### config.mk
export PLATFORM = sky130hd
export DESIGN_NAME = hanoi_seq_ctrl
export DESIGN_NICKNAME = d
export VERILOG_FILES = /design/src/rtl/hanoi_pkg.sv /design/src/rtl/hanoi_bracket_stack.sv /design/src/rtl/hanoi_seq_ctrl.sv
export SDC_FILE = /design/constraint.sdc
export NUM_CORES = 1
export LEC_CHECK = 0
export ABC_AREA = 1
export CORE_MARGIN = 2
export CORE_UTILIZATION = 45
export DETAILED_ROUTE_END_ITERATION = 10
export GPL_ROUTABILITY_DRIVEN = 0
export RECOVER_POWER = 50
export SETUP_SLACK_MARGIN = 0.05
export SKIP_CTS_REPAIR_TIMING = 1
export SYNTH_ARGS = -nofsm -noshare
export SYNTH_HDL_FRONTEND = slang
export SYNTH_SLANG_ARGS = --single-unit
### constraint.sdc
create_clock -name clk -period 7.9 [get_ports clk]
set_input_delay 1.58 -clock clk [delete_from_list [all_inputs] [get_ports clk]]
set_output_delay 1.58 -clock clk [all_outputs]
set_load 0.05 [all_outputs]
### src/rtl/hanoi_pkg.sv
// Shared types for the Hanoi interpreter sequencer: tokens, error codes, FSM states.
package hanoi_pkg;

  typedef enum logic [2:0] {
    TOK_LEFT       = 3'd0,
    TOK_RIGHT      = 3'd1,
    TOK_TOGGLE     = 3'd2,
    TOK_LOOP_BEGIN = 3'd3,
    TOK_LOOP_END   = 3'd4,
    TOK_NOP        = 3'd5
  } token_t;

  typedef enum logic [1:0] {
    ERR_BAD_TOK    = 2'd0,
    ERR_UNBALANCED = 2'd1,
    ERR_OVERFLOW   = 2'd2,
    ERR_TIMEOUT    = 2'd3
  } hanoi_err_t;

  typedef enum logic [2:0] {
    ST_IDLE = 3'd0,
    ST_LOAD = 3'd1,
    ST_RUN  = 3'd2,
    ST_DONE = 3'd3,
    ST_ERR  = 3'd4
  } hanoi_seq_state_t;

  localparam logic [2:0] TOK_FIRST_BAD = 3'd6;

  // Address width for a memory of n entries, never narrower than one bit.
  function automatic int pc_bits(input int n);
    return (n < 2) ? 1 : $clog2(n);
  endfunction

endpackage

### src/rtl/hanoi_bracket_stack.sv
// LIFO of open-bracket positions used while a program streams in.
module hanoi_bracket_stack
  import hanoi_pkg::*;
#(
  parameter int  DEPTH = 8,
  parameter int  W     = 4,
  localparam int DW    = $clog2(DEPTH + 1),
  localparam int AW    = (DEPTH > 1) ? $clog2(DEPTH) : 1
) (
  input  logic          clk,
  input  logic          rst_n,
  input  logic          clr,
  input  logic          push,
  input  logic          pop,
  input  logic [W-1:0]  push_data,
  output logic [W-1:0]  top,
  output logic          empty,
  output logic          full,
  output logic [DW-1:0] depth
);

  logic [W-1:0]  entry_r [DEPTH];
  logic [DW-1:0] depth_r;
  logic [AW-1:0] wr_idx_s;
  logic [AW-1:0] top_idx_s;

  assign wr_idx_s  = AW'(depth_r);
  assign top_idx_s = AW'(depth_r - DW'(1));
  assign empty     = (depth_r == DW'(0));
  assign full      = (depth_r == DW'(DEPTH));
  assign depth     = depth_r;

  // Top-of-stack read, zero when nothing is open.
  always_comb begin
    if (empty) begin
      top = '0;
    end else begin
      top = entry_r[top_idx_s];
    end
  end

  // Occupancy count; push takes priority if both are requested.
  always_ff @(posedge clk or negedge rst_n) begin
    if (!rst_n) begin
      depth_r <= DW'(0);
    end else if (clr) begin
      depth_r <= DW'(0);
    end else if (push && !full) begin
      depth_r <= depth_r + DW'(1);
    end else if (pop && !empty) begin
      depth_r <= depth_r - DW'(1);
    end else begin
      depth_r <= depth_r;
    end
  end

  // Entry storage needs no reset: only slots below depth are ever read.
  always_ff @(posedge clk) begin
    if (push && !full && !clr) begin
      entry_r[wr_idx_s] <= push_data;
    end
  end

endmodule

### src/rtl/hanoi_seq_ctrl.sv
// Load/check/run sequencer for the Hanoi core. Optional run-cycle budget is
// compiled in with HANOI_STEP_LIMIT_EN.
module hanoi_seq_ctrl
  import hanoi_pkg::*;
#(
  parameter int  PROG_SIZE = 8,
  parameter int  MAX_STEPS = 256,
  localparam int MEM_SIZE  = PROG_SIZE + 1,
  localparam int PC_BITS   = pc_bits(MEM_SIZE)
) (
  input  logic               clk,
  input  logic               rst_n,
  input  logic               start,
  input  logic               tok_valid,
  output logic               tok_ready,
  input  logic [2:0]         tok_data,
  input  logic               tok_last,
  output logic               core_run,
  input  logic [PC_BITS-1:0] core_pc,
  output logic [2:0]         core_tok,
  output logic [PC_BITS-1:0] core_jmp,
  input  logic               core_halt,
  output logic               busy,
  output logic               done,
  output logic               err,
  output logic [1:0]         err_code
);

  hanoi_seq_state_t   state_r;
  hanoi_seq_state_t   state_nx_s;
  logic [PC_BITS-1:0] wr_ptr_r;
  logic [PC_BITS-1:0] wr_ptr_inc_s;
  logic [2:0]         mem_r [MEM_SIZE];
  logic [PC_BITS-1:0] jmp_r [MEM_SIZE];

  logic               hs_s;
  logic               is_begin_s;
  logic               is_end_s;
  logic               load_clr_s;
  logic               mem_wr_s;
  logic               trap_wr_s;
  logic               push_s;
  logic               pop_s;
  logic               unbal_last_s;
  logic               step_hit_s;
  logic [1:0]         err_code_nx_s;

  logic [PC_BITS-1:0] stk_top_s;
  logic [PC_BITS-1:0] stk_top_inc_s;
  logic [PC_BITS-1:0] stk_depth_s;
  logic               stk_empty_s;
  logic               stk_full_s;

  assign hs_s          = tok_valid & tok_ready;
  assign is_begin_s    = (tok_data == TOK_LOOP_BEGIN);
  assign is_end_s      = (tok_data == TOK_LOOP_END);
  assign wr_ptr_inc_s  = wr_ptr_r + PC_BITS'(1);
  assign stk_top_inc_s = stk_top_s + PC_BITS'(1);

  hanoi_bracket_stack #(
    .DEPTH (PROG_SIZE),
    .W     (PC_BITS)
  ) u_stack (
    .clk       (clk),
    .rst_n     (rst_n),
    .clr       (load_clr_s),
    .push      (push_s),
    .pop       (pop_s),
    .push_data (wr_ptr_r),
    .top       (stk_top_s),
    .empty     (stk_empty_s),
    .full      (stk_full_s),
    .depth     (stk_depth_s)
  );

  // Open-bracket count left over once the current token is applied.
  always_comb begin
    if (is_begin_s) begin
      unbal_last_s = 1'b1;
    end else if (is_end_s) begin
      unbal_last_s = (stk_depth_s != PC_BITS'(1));
    end else begin
      unbal_last_s = (stk_depth_s != PC_BITS'(0));
    end
  end

`ifdef HANOI_STEP_LIMIT_EN
  localparam int STEP_BITS = $clog2(MAX_STEPS + 1);
  logic [STEP_BITS-1:0] step_cnt_r;

  // Run-cycle counter, restarted each time RUN is entered.
  always_ff @(posedge clk or negedge rst_n) begin
    if (!rst_n) begin
      step_cnt_r <= STEP_BITS'(0);
    end else if ((state_nx_s == ST_RUN) && (state_r != ST_RUN)) begin
      step_cnt_r <= STEP_BITS'(0);
    end else if (core_run) begin
      step_cnt_r <= step_cnt_r + STEP_BITS'(1);
    end else begin
      step_cnt_r <= step_cnt_r;
    end
  end

  assign step_hit_s = core_run && (step_cnt_r == STEP_BITS'(MAX_STEPS - 1));
`else
  // No budget in this build; the term is constant false.
  assign step_hit_s = (MAX_STEPS < 0);
`endif

  // Next-state, load checks (priority BAD_TOK > OVERFLOW > UNBALANCED), write strobes.
  always_comb begin
    state_nx_s    = state_r;
    err_code_nx_s = err_code;
    load_clr_s    = 1'b0;
    mem_wr_s      = 1'b0;
    trap_wr_s     = 1'b0;
    push_s        = 1'b0;
    pop_s         = 1'b0;
    case (state_r)
      ST_IDLE, ST_DONE, ST_ERR: begin
        if (start) begin
          state_nx_s    = ST_LOAD;
          load_clr_s    = 1'b1;
          err_code_nx_s = 2'd0;
        end else begin
          state_nx_s = state_r;
        end
      end
      ST_LOAD: begin
        if (!hs_s) begin
          state_nx_s = ST_LOAD;
        end else if (tok_data >= TOK_FIRST_BAD) begin
          state_nx_s    = ST_ERR;
          err_code_nx_s = ERR_BAD_TOK;
        end else if (wr_ptr_r == PC_BITS'(PROG_SIZE)) begin
          state_nx_s    = ST_ERR;
          err_code_nx_s = ERR_OVERFLOW;
        end else if (is_end_s && stk_empty_s) begin
          state_nx_s    = ST_ERR;
          err_code_nx_s = ERR_UNBALANCED;
        end else begin
          mem_wr_s = 1'b1;
          push_s   = is_begin_s & ~stk_full_s;
          pop_s    = is_end_s;
          if (!tok_last) begin
            state_nx_s = ST_LOAD;
          end else if (unbal_last_s) begin
            state_nx_s    = ST_ERR;
            err_code_nx_s = ERR_UNBALANCED;
          end else begin
            trap_wr_s  = 1'b1;
            state_nx_s = ST_RUN;
          end
        end
      end
      ST_RUN: begin
        if (core_halt) begin
          state_nx_s = ST_DONE;
        end else if (step_hit_s) begin
          state_nx_s    = ST_ERR;
          err_code_nx_s = ERR_TIMEOUT;
        end else begin
          state_nx_s = ST_RUN;
        end
      end
      default: begin
        state_nx_s = ST_IDLE;
      end
    endcase
  end

  // State, write pointer and status outputs, all registered off next-state.
  always_ff @(posedge clk or negedge rst_n) begin
    if (!rst_n) begin
      state_r   <= ST_IDLE;
      tok_ready <= 1'b0;
      core_run  <= 1'b0;
      busy      <= 1'b0;
      done      <= 1'b0;
      err       <= 1'b0;
      err_code  <= 2'd0;
      wr_ptr_r  <= PC_BITS'(0);
    end else begin
      state_r   <= state_nx_s;
      tok_ready <= (state_nx_s == ST_LOAD);
      core_run  <= (state_nx_s == ST_RUN);
      busy      <= (state_nx_s == ST_LOAD) || (state_nx_s == ST_RUN);
      done      <= (state_nx_s == ST_DONE);
      err       <= (state_nx_s == ST_ERR);
      err_code  <= err_code_nx_s;
      if (load_clr_s) begin
        wr_ptr_r <= PC_BITS'(0);
      end else if (mem_wr_s) begin
        wr_ptr_r <= wr_ptr_inc_s;
      end else begin
        wr_ptr_r <= wr_ptr_r;
      end
    end
  end

  // Program memory; the slot after the last token becomes the NOP trap.
  always_ff @(posedge clk) begin
    if (mem_wr_s) begin
      mem_r[wr_ptr_r] <= tok_data;
    end
    if (trap_wr_s) begin
      mem_r[wr_ptr_inc_s] <= TOK_NOP;
    end
  end

  // Jump table is wiped at load start so non-bracket entries read zero.
  always_ff @(posedge clk) begin
    if (load_clr_s) begin
      for (int i = 0; i < MEM_SIZE; i++) begin
        jmp_r[i] <= PC_BITS'(0);
      end
    end else if (pop_s) begin
      jmp_r[stk_top_s] <= wr_ptr_inc_s;
      jmp_r[wr_ptr_r]  <= stk_top_inc_s;
    end
  end

  // Zero-latency fetch port; out-of-range addresses see a NOP.
  always_comb begin
    if ({1'b0, core_pc} < (PC_BITS + 1)'(MEM_SIZE)) begin
      core_tok = mem_r[core_pc];
      core_jmp = jmp_r[core_pc];
    end else begin
      core_tok = TOK_NOP;
      core_jmp = PC_BITS'(0);
    end
  end

endmodule

==> run_results.csv, run 1 <==
group,metric,value,unit
timing,tightest_slew,0.963,ns
floorplan,start_util,0.465,
timing,finalCritPeriodShare,0.823,
power_and_ir_drop,intPower,1.52,mW
floorplan,die_area,14100,um2
timing,final_max_slew_viol_count,0,
worst_setup_path,worst_r2r_path_depth,10,
yosys,syn_inst,697,
global_routing,grt_max_degree,31,
final_layout,final_nets,744,
worst_setup_path,path_max_fanout,30,
global_routing,grt_usage,0.226,
global_routing,grt_pass1_wl,24.3,mm
worst_setup_path,required,6.32,ns
final_layout,fillCellCount,1154,
final_layout,diodes,0,
placed_design,dp_hpwl,11.0,mm
clock_network,cts_tree,"built",
worst_hold_path,hold_path_startpoint,"mem_r[8][2]",
worst_hold_path,hold_end,"mem_r[8][2]",
yosys,syn_area_per_cell,8.52,um2
worst_setup_path,cp-end-kind,"primary output",
worst_setup_path,start_kind,"input pin",
worst_hold_path,hold_path_class,"register to register",
route,first_pass_iters,5,
timing,fin_skew,0.0135,ns
route,vias,4856,
power_and_ir_drop,seqPwrFrac,0.329,
timing,rsz0062_at_grt,"no",
clock_network,cts-buffers-inserted,17,
placed_design,dp_cells,871,
power_and_ir_drop,leakage,2.92,nW
power_and_ir_drop,power_density,378,nW/um2
yosys,synth.distinct_cells,34,
route,drt-initial-drc-count,505,
route,wl,15.2,mm
route,viasPerCell,5.38,
route,wl_per_cell,16.8,um
clock_network,clk_latency,0.42,ns
floorplan,die_y,119,um
final_layout,drive_gt1_frac,0.0780,
yosys,ys_warn_count,0,
floorplan,ios,27,
yosys,yosysSeqAreaShare,0.511,
final_layout,final_common_cell,"nand2_1",
worst_setup_path,timing_worst_setup_path_type,"input pin to primary output",
power_and_ir_drop,p_sw_frac,0.417,
final_layout,final_cells,903,
power_and_ir_drop,max-vdd-ir-drop,0.214,mV
power_and_ir_drop,power_switching,1.09,mW
worst_setup_path,worst_ep_arrival_time,4.92,ns
power_and_ir_drop,combPwrFrac,0.381,
timing,setup_viol,0,
worst_setup_path,reg2reg_from,"u_stack.depth[0]",
yosys,netlist_area,5940,um2
worst_setup_path,reg2reg_to,"jmp_r[2][2]",
yosys,synth_nets,723,
worst_setup_path,startpoint,"core_pc[0]",
status,outcome,"finished, final reports clean",
timing,period_minus_slack,6.50,ns
route,ant_nets,0,
clock_network,cts-root-buf,"clkbuf_16",
worst_setup_path,r2r_slack,3.70,ns
final_layout,syn2layout_area_growth,15.8,%
clock_network,clock_sinks,113,
yosys,ys_ff_latch,113,
placed_design,port_buffers,26,
floorplan,die_w,119,um
route,route.detailed.drc,0,
clock_network,h-tree-depth,4,
global_routing,grt_pass1_vias,4638,
power_and_ir_drop,clkPwrFrac,0.290,
timing,final_hold_viol_count,0,
timing,slew-limit-headroom,0.356,
global_routing,antenna_found_initial,0,
worst_hold_path,min_path_cells,2,
timing,fmax,0.154,GHz
final_layout,mostFrequentLayoutCells,"nand2_1, o21ai_0, inv_1, nor2_1, edfxtp_1",
clock_network,clk_pin_slew,0.06,ns
floorplan,rows,41,
timing,setup_tns,0,ns
global_routing,overflow,0,
floorplan,placeableCoreArea,12800,um2
job,drv_cap,0,
clock_network,clockBufferDepth,2,
synth_stat cells:
| cell | instances | area [um2] |
|---|---|---|
| o21ai_0 | 81 | 405 |
| nand2_1 | 140 | 526 |
| nor2_4 | 1 | 11.3 |
| xnor2_2 | 1 | 16.3 |
| xor2_2 | 1 | 16.3 |
| ha_1 | 13 | 163 |
| nor2_2 | 7 | 43.8 |
| nand3_4 | 1 | 17.5 |
| a31oi_1 | 1 | 6.26 |
| inv_2 | 4 | 15.0 |
| clkbuf_1 | 15 | 56.3 |
| xor2_1 | 8 | 70.1 |
| buf_4 | 2 | 15.0 |
| o221ai_1 | 6 | 52.6 |
| dfrtp_1 | 18 | 450 |
| nand3b_1 | 1 | 7.51 |
| nand2_2 | 10 | 62.6 |
| buf_1 | 1 | 3.75 |
| nor3_1 | 6 | 30.0 |
| nand3_1 | 63 | 315 |
| buf_6 | 4 | 45.0 |
| nor2_1 | 76 | 285 |
| inv_4 | 1 | 6.26 |
| dfxtp_1 | 27 | 541 |
| inv_1 | 75 | 282 |
| buf_2 | 2 | 10.0 |
| o21ai_1 | 3 | 15.0 |
| nand4_1 | 4 | 25.0 |
| clkinv_1 | 5 | 18.8 |
| a21oi_1 | 1 | 5.00 |
| o211ai_1 | 31 | 233 |
| nand3_2 | 6 | 60.1 |
| o22ai_1 | 14 | 87.6 |
| edfxtp_1 | 68 | 2040 |
how the worst max path moves through the flow:
stage / endpoint / slack (ns)
after floorplan: core_jmp[0] / 3.03
after global placement: core_tok[1] / 1.63
after detailed placement: core_jmp[3] / 1.48
after CTS: core_jmp[3] / 1.48
after global routing: core_tok[1] / 1.08
final: core_tok[1] / 1.40
worst max-delay path: stages:
cell and delay [ns]:
clkdlybuf4s50_1 1.02, clkinv_1 0.81, o21ai_0 0.41, o22ai_1 0.11, nand2_1 0.07, nand3_1 0.08, o211ai_1 0.09, inv_1 0.05
clkdlybuf4s50_1 0.69
layout make-up:
type                       count  area (um2)  area share
multi-input combinational    475        2450       0.356
inverter                      85         322      0.0467
timing repair buffer          26         260      0.0378
tap                          172         215      0.0313
sequential                   113        3030       0.441
clock inverter                 6        36.3     0.00527
clock buffer                  26         564      0.0820
stage by stage:
step           power (mW)  worst slack [ns]  utilization  area [um2]  hold WS (ns)
2_1_floorplan        1.58              3.03            -        5940         0.400
3_3_place_gp         1.82              1.63        0.492        6280         0.420
3_5_place_dp         1.85              1.48        0.492        6280         0.425
4_1_cts              2.61              1.48        0.539        6880         0.438
5_1_grt              2.74              1.08        0.539        6880         0.456
6_report             2.60              1.40        0.539        6880         0.430
cells by family (layout without fill, tap and decap cells):
group / Yosys count / after routing / share of synthesized area
AND/OR/NAND/NOR: 315 / 315 / 0.233
adder cells (fa/ha/maj): 13 / 13 / 0.0274
AO/OA/AOI/OAI: 137 / 137 / 0.135
buffers and inverters: 109 / 143 / 0.0761
flip-flops: 113 / 113 / 0.511
XOR/XNOR: 10 / 10 / 0.0173
power by group through the flow:
stage          Sequential [mW]  Combinational [mW]  Clock (mW)
2_1_floorplan            0.842               0.735           0
3_3_place_gp             0.867               0.957           0
3_5_place_dp             0.869               0.976           0
4_1_cts                  0.858               0.983       0.765
5_1_grt                  0.869                1.08       0.791
6_report                 0.857               0.991       0.755
sequential cells by signal (all words and copies together), names as in the netlist:
signal and flops:
u_stack.depth 4, state_r 3, jmp_r 36, done 1, u_stack.entry_r 32, core_run 1, wr_ptr_r 4, err_code 2
mem_r 27, err 1, tok_ready 1, busy 1
routing by layer:
metal	up-vias	track usage	part of all wire	wire (um)
met4	0	0.109	0.029	436
met2	156	0.372	0.49	7500
met3	34	0.0508	0.050	763
met1	2252	0.280	0.43	6490
li1	2414	-	-	-
met5	-	0	0	0
No activity file was read; power rests on OpenSTA's default activity.
==> inputs of run 2 (changes only) <==
==> constraint.sdc (replaced) <==
create_clock -name clk -period 5.45 [get_ports clk]
set_input_delay 1.09 -clock clk [delete_from_list [all_inputs] [get_ports clk]]
set_output_delay 1.09 -clock clk [all_outputs]
set_load 0.05 [all_outputs]
==> run 2 against run 1 <==
  * Register-to-register slack got worse by 2.2 ns
  * Clock power rose by 48%
  * Combinational power rose by 41%
  * Die area unchanged
  * Critical path type unchanged
  * Highest routed layer unchanged
==> run_results.csv, run 2 (synthesis results as in run 1) <==
group,metric,value,unit
worst_setup_path,r2r_slack,1.49,ns
power_and_ir_drop,report.power.total,3.76,mW
floorplan,die_y,119,um
floorplan,die_area,14100,um2
final_layout,fin_area,6890,um2
floorplan,start_util,0.465,
worst_setup_path,crit_buf_inv,4,
global_routing,grt_pass1_vias,4662,
worst_hold_path,hold_path_class,"register to register",
worst_setup_path,cp-end-kind,"primary output",
worst_hold_path,hold_end,"mem_r[8][2]",
timing,final_hold_viol_count,0,
clock_network,h-tree-depth,4,
worst_setup_path,path_max_fanout,30,
global_routing,grt_usage,0.225,
clock_network,clk_latency,0.42,ns
timing,finalCritPeriodShare,0.836,
power_and_ir_drop,combPwrFrac,0.373,
clock_network,cts_tree,"built",
final_layout,drive_gt1_frac,0.0929,
route,ant_nets,0,
timing,fmax,0.220,GHz
status,outcome,"finished, final reports clean",
timing,slew-limit-headroom,0.401,
worst_setup_path,cp_cell_sequence,"clkdlybuf4s50_1 -> buf_4 -> clkinv_1 -> o21ai_0 -> o22ai_1 -> o211ai_1 -> o211ai_1 -> buf_4",
worst_setup_path,worst_ep_arrival_time,3.47,ns
power_and_ir_drop,clkPwrFrac,0.297,
worst_setup_path,slowest_stage,"clkinv_1",
timing,fin_skew,0.00668,ns
route,wl,15.0,mm
final_layout,largest_register_ff_count,36,
placed_design,port_buffers,26,
route,viasPerCell,5.38,
placed_design,placed_area,6270,um2
floorplan,die_w,119,um
global_routing,overflow,0,
final_layout,mostFrequentLayoutCells,"nand2_1, o21ai_0, nor2_1",
clock_network,clock_sinks,113,
route,drt-initial-drc-count,475,
timing,period_minus_slack,4.56,ns
route,vias,4863,
final_layout,reg_top3,"jmp_r: 36 flops, u_stack.entry_r: 32 flops, mem_r: 27 flops",
timing,final_max_slew_viol_count,0,
worst_setup_path,required,4.36,ns
clock_network,cts-buffers-inserted,17,
power_and_ir_drop,p_sw_frac,0.410,
final_layout,regArea,3030,um2
final_layout,regMostFlops,"jmp_r",
route,route.detailed.drc,0,
floorplan,ios,27,
worst_setup_path,reg2reg_to,"jmp_r[7][1]",
final_layout,syn2layout_area_growth,16.0,%
floorplan,rows,41,
power_and_ir_drop,max-vdd-ir-drop,0.285,mV
final_layout,fillCellCount,1170,
worst_setup_path,max_stage_delay,0.56,ns
power_and_ir_drop,leakage,2.95,nW
worst_setup_path,timing_worst_setup_path_type,"input pin to primary output",
worst_hold_path,hold_path_startpoint,"mem_r[8][2]",
power_and_ir_drop,power_density,546,nW/um2
final_layout,multi_input_area,2450,um2
global_routing,antenna_found_initial,0,
power_and_ir_drop,intPower,2.22,mW
job,drv_cap,0,
clock_network,clk_pin_slew,0.05,ns
power_and_ir_drop,seqPwrFrac,0.329,
floorplan,placeableCoreArea,12800,um2
route,wl_per_cell,16.6,um
timing,tightest_slew,0.896,ns
route,first_pass_iters,5,
global_routing,grt_pass1_wl,24.5,mm
worst_setup_path,start_kind,"input pin",
timing,rsz0062_at_grt,"no",
worst_hold_path,min_path_cells,2,
clock_network,clockBufferDepth,2,
worst_setup_path,worst_r2r_path_depth,10,
global_routing,grt_max_degree,31,
placed_design,dp_hpwl,11.1,mm
final_layout,final_nets,745,
worst_setup_path,critPathTopFamily,"buffers and inverters",
final_layout,final_common_cell,"nand2_1",
clock_network,cts-root-buf,"clkbuf_16",
timing,setup_tns,0,ns
worst_setup_path,reg2reg_from,"u_stack.depth[0]",
final_layout,diodes,0,
timing,setup_viol,0,
power_and_ir_drop,power_switching,1.54,mW
worst_setup_path,crit_cells,8,
worst_setup_path,startpoint,"core_pc[0]",
-- run 2: cell count changes in the layout (fill, tap and decap cells not counted), sizes merged --
cell / before / now
buf: 0 / 8
clkdlybuf4s50: 17 / 10
-- run 2: worst max-delay path by stage --
stage,end,slack (ns)
detailed placement,core_tok[0],0.95
global placement,core_tok[0],1.15
global route,core_tok[0],0.71
finish,core_tok[0],0.89
CTS,core_tok[0],0.96
floorplan,core_jmp[0],1.56
-- run 2: worst reg2reg max path, cell delays in order (launching register included) --
cell,delay [ns]
dfrtp_1,0.79
inv_2,0.36
ha_1,0.53
inv_2,0.25
o21ai_0,0.12
o21ai_0,0.25
nor2_1,0.11
nor2_4,0.30
ha_1,0.29
nand2_1,0.14
o211ai_1,0.45
-- run 2: final cells by class --
| type | count | share of cell area |
|---|---|---|
| flip-flops and latches | 113 | 0.440 |
| multi-input cells | 475 | 0.356 |
| clock buffers | 26 | 0.0849 |
| inverters | 85 | 0.0467 |
| repair buffers | 27 | 0.0363 |
| well taps | 172 | 0.0313 |
| clock inverters | 6 | 0.00472 |
-- run 2: through the flow --
| stage | worst slack (ns) | hold WS, ns | cells | util |
|---|---|---|---|---|
| 4_1_cts | 0.955 | 0.435 | 904 | 0.539 |
| 2_1_floorplan | 1.56 | 0.400 | 697 | - |
| 3_5_place_dp | 0.950 | 0.420 | 872 | 0.491 |
| 3_3_place_gp | 1.15 | 0.419 | 872 | 0.491 |
| 6_report | 0.895 | 0.429 | 904 | 0.539 |
| 5_1_grt | 0.714 | 0.466 | 904 | 0.539 |
-- run 2: per-layer routing --
metal | vias up | track usage | wire length [um]
met5 | - | 0 | 0
met4 | 0 | 0.0915 | 389
met3 | 34 | 0.0484 | 804
met2 | 140 | 0.371 | 7340
met1 | 2273 | 0.290 | 6490
li1 | 2416 | - | -
-- run 2: power groups by stage --
stage          combinational, mW  sequential, mW  clock [mW]
6_report                    1.40            1.24        1.12
5_1_grt                     1.55            1.25        1.18
4_1_cts                     1.40            1.24        1.13
3_5_place_dp                1.39            1.26           0
3_3_place_gp                1.37            1.25           0
2_1_floorplan               1.07            1.22           0
==> variant 1, RTL diff (flow settings as in run 2) <==
Encoding of `hanoi_seq_state_t`: now one-hot (5 bits for 5 states).
--- a/src/rtl/hanoi_pkg.sv
+++ b/src/rtl/hanoi_pkg.sv
@@ -18,10 +18,10 @@
   } hanoi_err_t;
 
-  typedef enum logic [2:0] {
-    ST_IDLE = 3'd0,
-    ST_LOAD = 3'd1,
-    ST_RUN  = 3'd2,
-    ST_DONE = 3'd3,
-    ST_ERR  = 3'd4
+  typedef enum logic [4:0] {
+    ST_IDLE = 5'b00001,
+    ST_LOAD = 5'b00010,
+    ST_RUN  = 5'b00100,
+    ST_DONE = 5'b01000,
+    ST_ERR  = 5'b10000
   } hanoi_seq_state_t;
 
Check against the original RTL: same outputs for any inputs over 4 cycles, from zero or initial values and one cycle with rst_n low; so few cycles prove little.
==> variant 1 against run 2 <==
- global-route usage shrank 0.91 points
- register-to-register slack worse by 400 ps
- power down 4.6%
- final area increased by 2.0%
- clock skew is 2.6 ps higher
- fmax up 2.3%
- critical path depth did not move
- setup slack better by 100 ps
- area after synthesis up 3.5%
- routed wire length is 0.30% higher
- sequential cell count grew 2
==> variant 1: results (changes against run 2) <==
metric	value	unit	change
status	finished clean		unchanged
GRT Total Usage	21.64	%	was 22.55%
via count	4932		was 4863
Initial DRC Count	384		was 475
GR Util met3	5.404	%	was 4.837%
syn nets	735		was 723
#FFs+latches synth	115		was 113
clock skew	9.242	ps	was 6.679 ps
Arr. time, crit path	3360	ps	was 3470 ps
met1 wire length	6728	µm	was 6485 µm
top cells by area, synth	edfxtp_1 (33%), dfxtp_1 (8.8%), nand2_1 (8.3%)		was edfxtp_1 (34%), dfxtp_1 (9.1%), nand2_1 (8.8%)
Cell variety after synth	42		was 34
number of fill cells	1250		was 1170
Max VDD drop	401.0	µV	was 284.8 µV
register area share after synthesis	50.18	%	was 51.07%
met2 usage	36.13	%	was 37.07%
relative slew slack	19.50	%	was 40.09%
DP Wirelength	11150	µm	was 11110 µm
commonest cells in the netlist	nand2_1 (136), inv_1 (73), o21ai_0 (71)		was nand2_1 (140), o21ai_0 (81), nor2_1 (76)
first-pass GRT wire length	23980	µm	was 24490 µm
layout cell share with drive strength beyond 1	9.973	%	was 9.290%
Reg area	3084	µm²	was 3033 µm²
CP Max Fanout	30		unchanged
Layout Nets	756		was 745
Leak	2.949	nW	was 2.947 nW
invs w/o clock	87		was 85
antenna-violating nets left	0		unchanged
asr flop ratio synth	17.39	%	was 15.93%
met3 WL	733	µm	was 804 µm
clk tree area frac	8.517	%	was 8.959%
[variant 1: path summary, 6_finish.rpt]
path	from	end	slack [ps]	cells past startpoint
setup / recovery	core_pc[0]	core_jmp[0]	1000	8
hold / removal	mem_r[8][0]$_SDFFE_PP1P_	mem_r[8][0]$_SDFFE_PP1P_	440	2
setup reg to reg	wr_ptr_r[0]$_DFFE_PN0P_	u_stack.entry_r[5][0]$_DFFE_PP_	1090	9
hold reg to reg	mem_r[8][0]$_SDFFE_PP1P_	mem_r[8][0]$_SDFFE_PP1P_	440	2
max in group asynchronous	rst_n	wr_ptr_r[2]$_DFFE_PN0P_	3630	1
min in group asynchronous	rst_n	state_r[4]$_DFF_PN0_	1260	1
[variant 1: metrics by stage]
step | cells | setup WS, ps | area (µm²)
detailed placement | 887 | 1087 | 6471
CTS | 918 | 1073 | 7069
global route | 918 | 692.7 | 7022
global placement | 887 | 1172 | 6471
floorplan | 709 | 1538 | 6146
finish | 918 | 997.1 | 7022
[variant 1: worst max-delay path, cell delays in order]
cell	delay (ps)
clkdlybuf4s50_1	450
buf_4	260
clkinv_1	560
o21ai_0	400
o22ai_1	120
o211ai_1	160
o21ai_0	100
buf_4	200
[variant 1: kinds of logic (layout without fill, tap and decap cells)]
| logic type | after synthesis | after routing | synth area share (%) |
|---|---|---|---|
| AND/OR/NAND/NOR | 335 | 335 | 25.98 |
| adder cells (fa/ha/maj) | 13 | 13 | 2.647 |
| flip-flops | 115 | 115 | 50.18 |
| buffers and inverters | 112 | 145 | 7.797 |
| AO/OA/AOI/OAI | 126 | 126 | 11.89 |
| XOR/XNOR | 8 | 8 | 1.507 |
[variant 1: report_power, final]
group	internal, W	switching (W)
Clock	0.000757	0.000377
Sequential	0.00106	0.000110
Combinational	0.000351	0.000932
==> variant 2, RTL diff (settings of run 2) <==
Made on the original files. `PROG_SIZE`: 8 -> 16.
--- a/src/rtl/hanoi_seq_ctrl.sv
+++ b/src/rtl/hanoi_seq_ctrl.sv
@@ -4,5 +4,5 @@
   import hanoi_pkg::*;
 #(
-  parameter int  PROG_SIZE = 8,
+  parameter int  PROG_SIZE = 16,
   parameter int  MAX_STEPS = 256,
   localparam int MEM_SIZE  = PROG_SIZE + 1,
Interface: changed (resized core_jmp and core_pc); port bits go from 27 to 29. No check against the original RTL was run, so the function may have changed too.
==> variant 2 against run 2 <==
- the run now ends with capacitance limit, slew limit left
- final area increased by 110%
- first-iteration DRC count increased to 2.6 times the old value
- sequential cell count increased by 136
- sequential share of layout area increased by 3.3 points
- routed wire length increased to 2.5 times the old value
- worst hold slack improved by 11 ps
- area after synthesis increased by 120%
- sequential power increased by 110%
- via count increased by 130%
- power increased by 120%
- non-clock buffer count increased by 24
- setup slack got worse by 57 ps
- critical endpoint is now core_tok[2]
==> variant 2: results (changes against run 2) <==
metric	value	unit	change
status	finished with violations		was finished clean
failing checks	capacitance limit, slew limit		
Post-Synth XOR/XNOR Area	0.4061	%	was 1.728%
Setup crit start	core_pc[2]		was core_pc[0]
total CTS buffers	29		was 17
clock tree buffer depth	3		was 2
Final Max Slew Viols	32		was 0
non-clock buffer total of the final layout	51		was 27
vias in the first global route	10280		was 4662
Initial DRC Count	1250		was 475
CP peak stage delay	710	ps	was 560 ps
Worst path slowest cell	clkdlybuf4s50_1		was clkinv_1
via count	11230		was 4863
DP Wirelength	24900	µm	was 11110 µm
R2R cell count	9		was 10
Max VDD drop	483.4	µV	was 284.8 µV
Worst Min Path Start	mem_r[16][0]$_SDFFE_PP1P_		was mem_r[8][2]$_SDFFE_PP1P_
clock skew	10.72	ps	was 6.679 ps
Placed Instances	1913		was 872
Synth Area in Compound Gates	9.534	%	was 13.55%
first-pass GRT wire length	59960	µm	was 24490 µm
WHS	439.6	ps	was 428.9 ps
Int Pwr	0.004437	W	was 0.002219 W
largest net degree at the start of global routing	74		was 31
Final min period	4612	ps	was 4555 ps
max capacitance violation total	1		was 0
Leak	5.800	nW	was 2.947 nW
Worst-Margin Slew	1654	ps	was 895.6 ps
GRT Total Usage	25.15	%	was 22.55%
# port buffers	28		was 26
asr flop ratio synth	8.032	%	was 15.93%
invs w/o clock	99		was 85
commonest cells in the netlist	nand2_1 (424), nor2_1 (217), nand3_1 (183)		was nand2_1 (140), o21ai_0 (81), nor2_1 (76)
multi-input combinational cell count	1130		was 475
Post-synth EDFFs	178		was 68
PwrDens	564.1	nW/µm²	was 546.1 nW/µm²
clk tree area frac	6.934	%	was 8.959%
post-synth top area share	41.31	%	was 34.39%
post-synthesis adder-cell area fraction	1.354	%	was 2.739%
r2r setup slk	1030	ps	was 1490 ps
# clk buffers	40		was 26
RR Startpoint	wr_ptr_r[0]$_DFFE_PN0P_		was u_stack.depth[0]$_DFFE_PN0P_
final WL	38160	µm	was 15020 µm
Top Registers	jmp_r: 98 flops, u_stack.entry_r: 80 flops, mem_r: 51 flops		was jmp_r: 36 flops, u_stack.entry_r: 32 flops, mem_r: 27 flops
core area	28470	µm²	was 12770 µm²
later-pin clock latency in the skew report	560	ps	was 420 ps
variant 2: cell types whose count changed in the layout (fill, tap and decap cells not counted), moves of 11 or more:
cell	run 2	this run
nor2_1	77	216
o22ai_1	14	32
inv_1	76	94
buf_4	8	20
o21ai_0	81	119
nand3_1	63	183
nand4_1	4	44
nand2_1	141	424
edfxtp_1	68	178
dfxtp_1	27	51
clkbuf_1	1	12
variant 2: cell families after synthesis:
family | count (synthesis)
simple gates | 898
flops | 249
fa+ha+maj | 14
buf+inv | 203
xor+xnor | 6
compound gates | 212
variant 2: metal layers:
metal | part of all wire [%] | wire (µm) | global-route usage (%)
met1 | 46 | 17530 | 37.85
met2 | 44 | 16690 | 38.10
met3 | 8.2 | 3115 | 3.750
met4 | 2.1 | 818 | 6.548
met5 | 0 | 0 | 0
variant 2: tightest hold or removal path: stages (launching register included):
cell and delay, ps:
dfxtp_1 300, inv_1 50, nand2_1 60
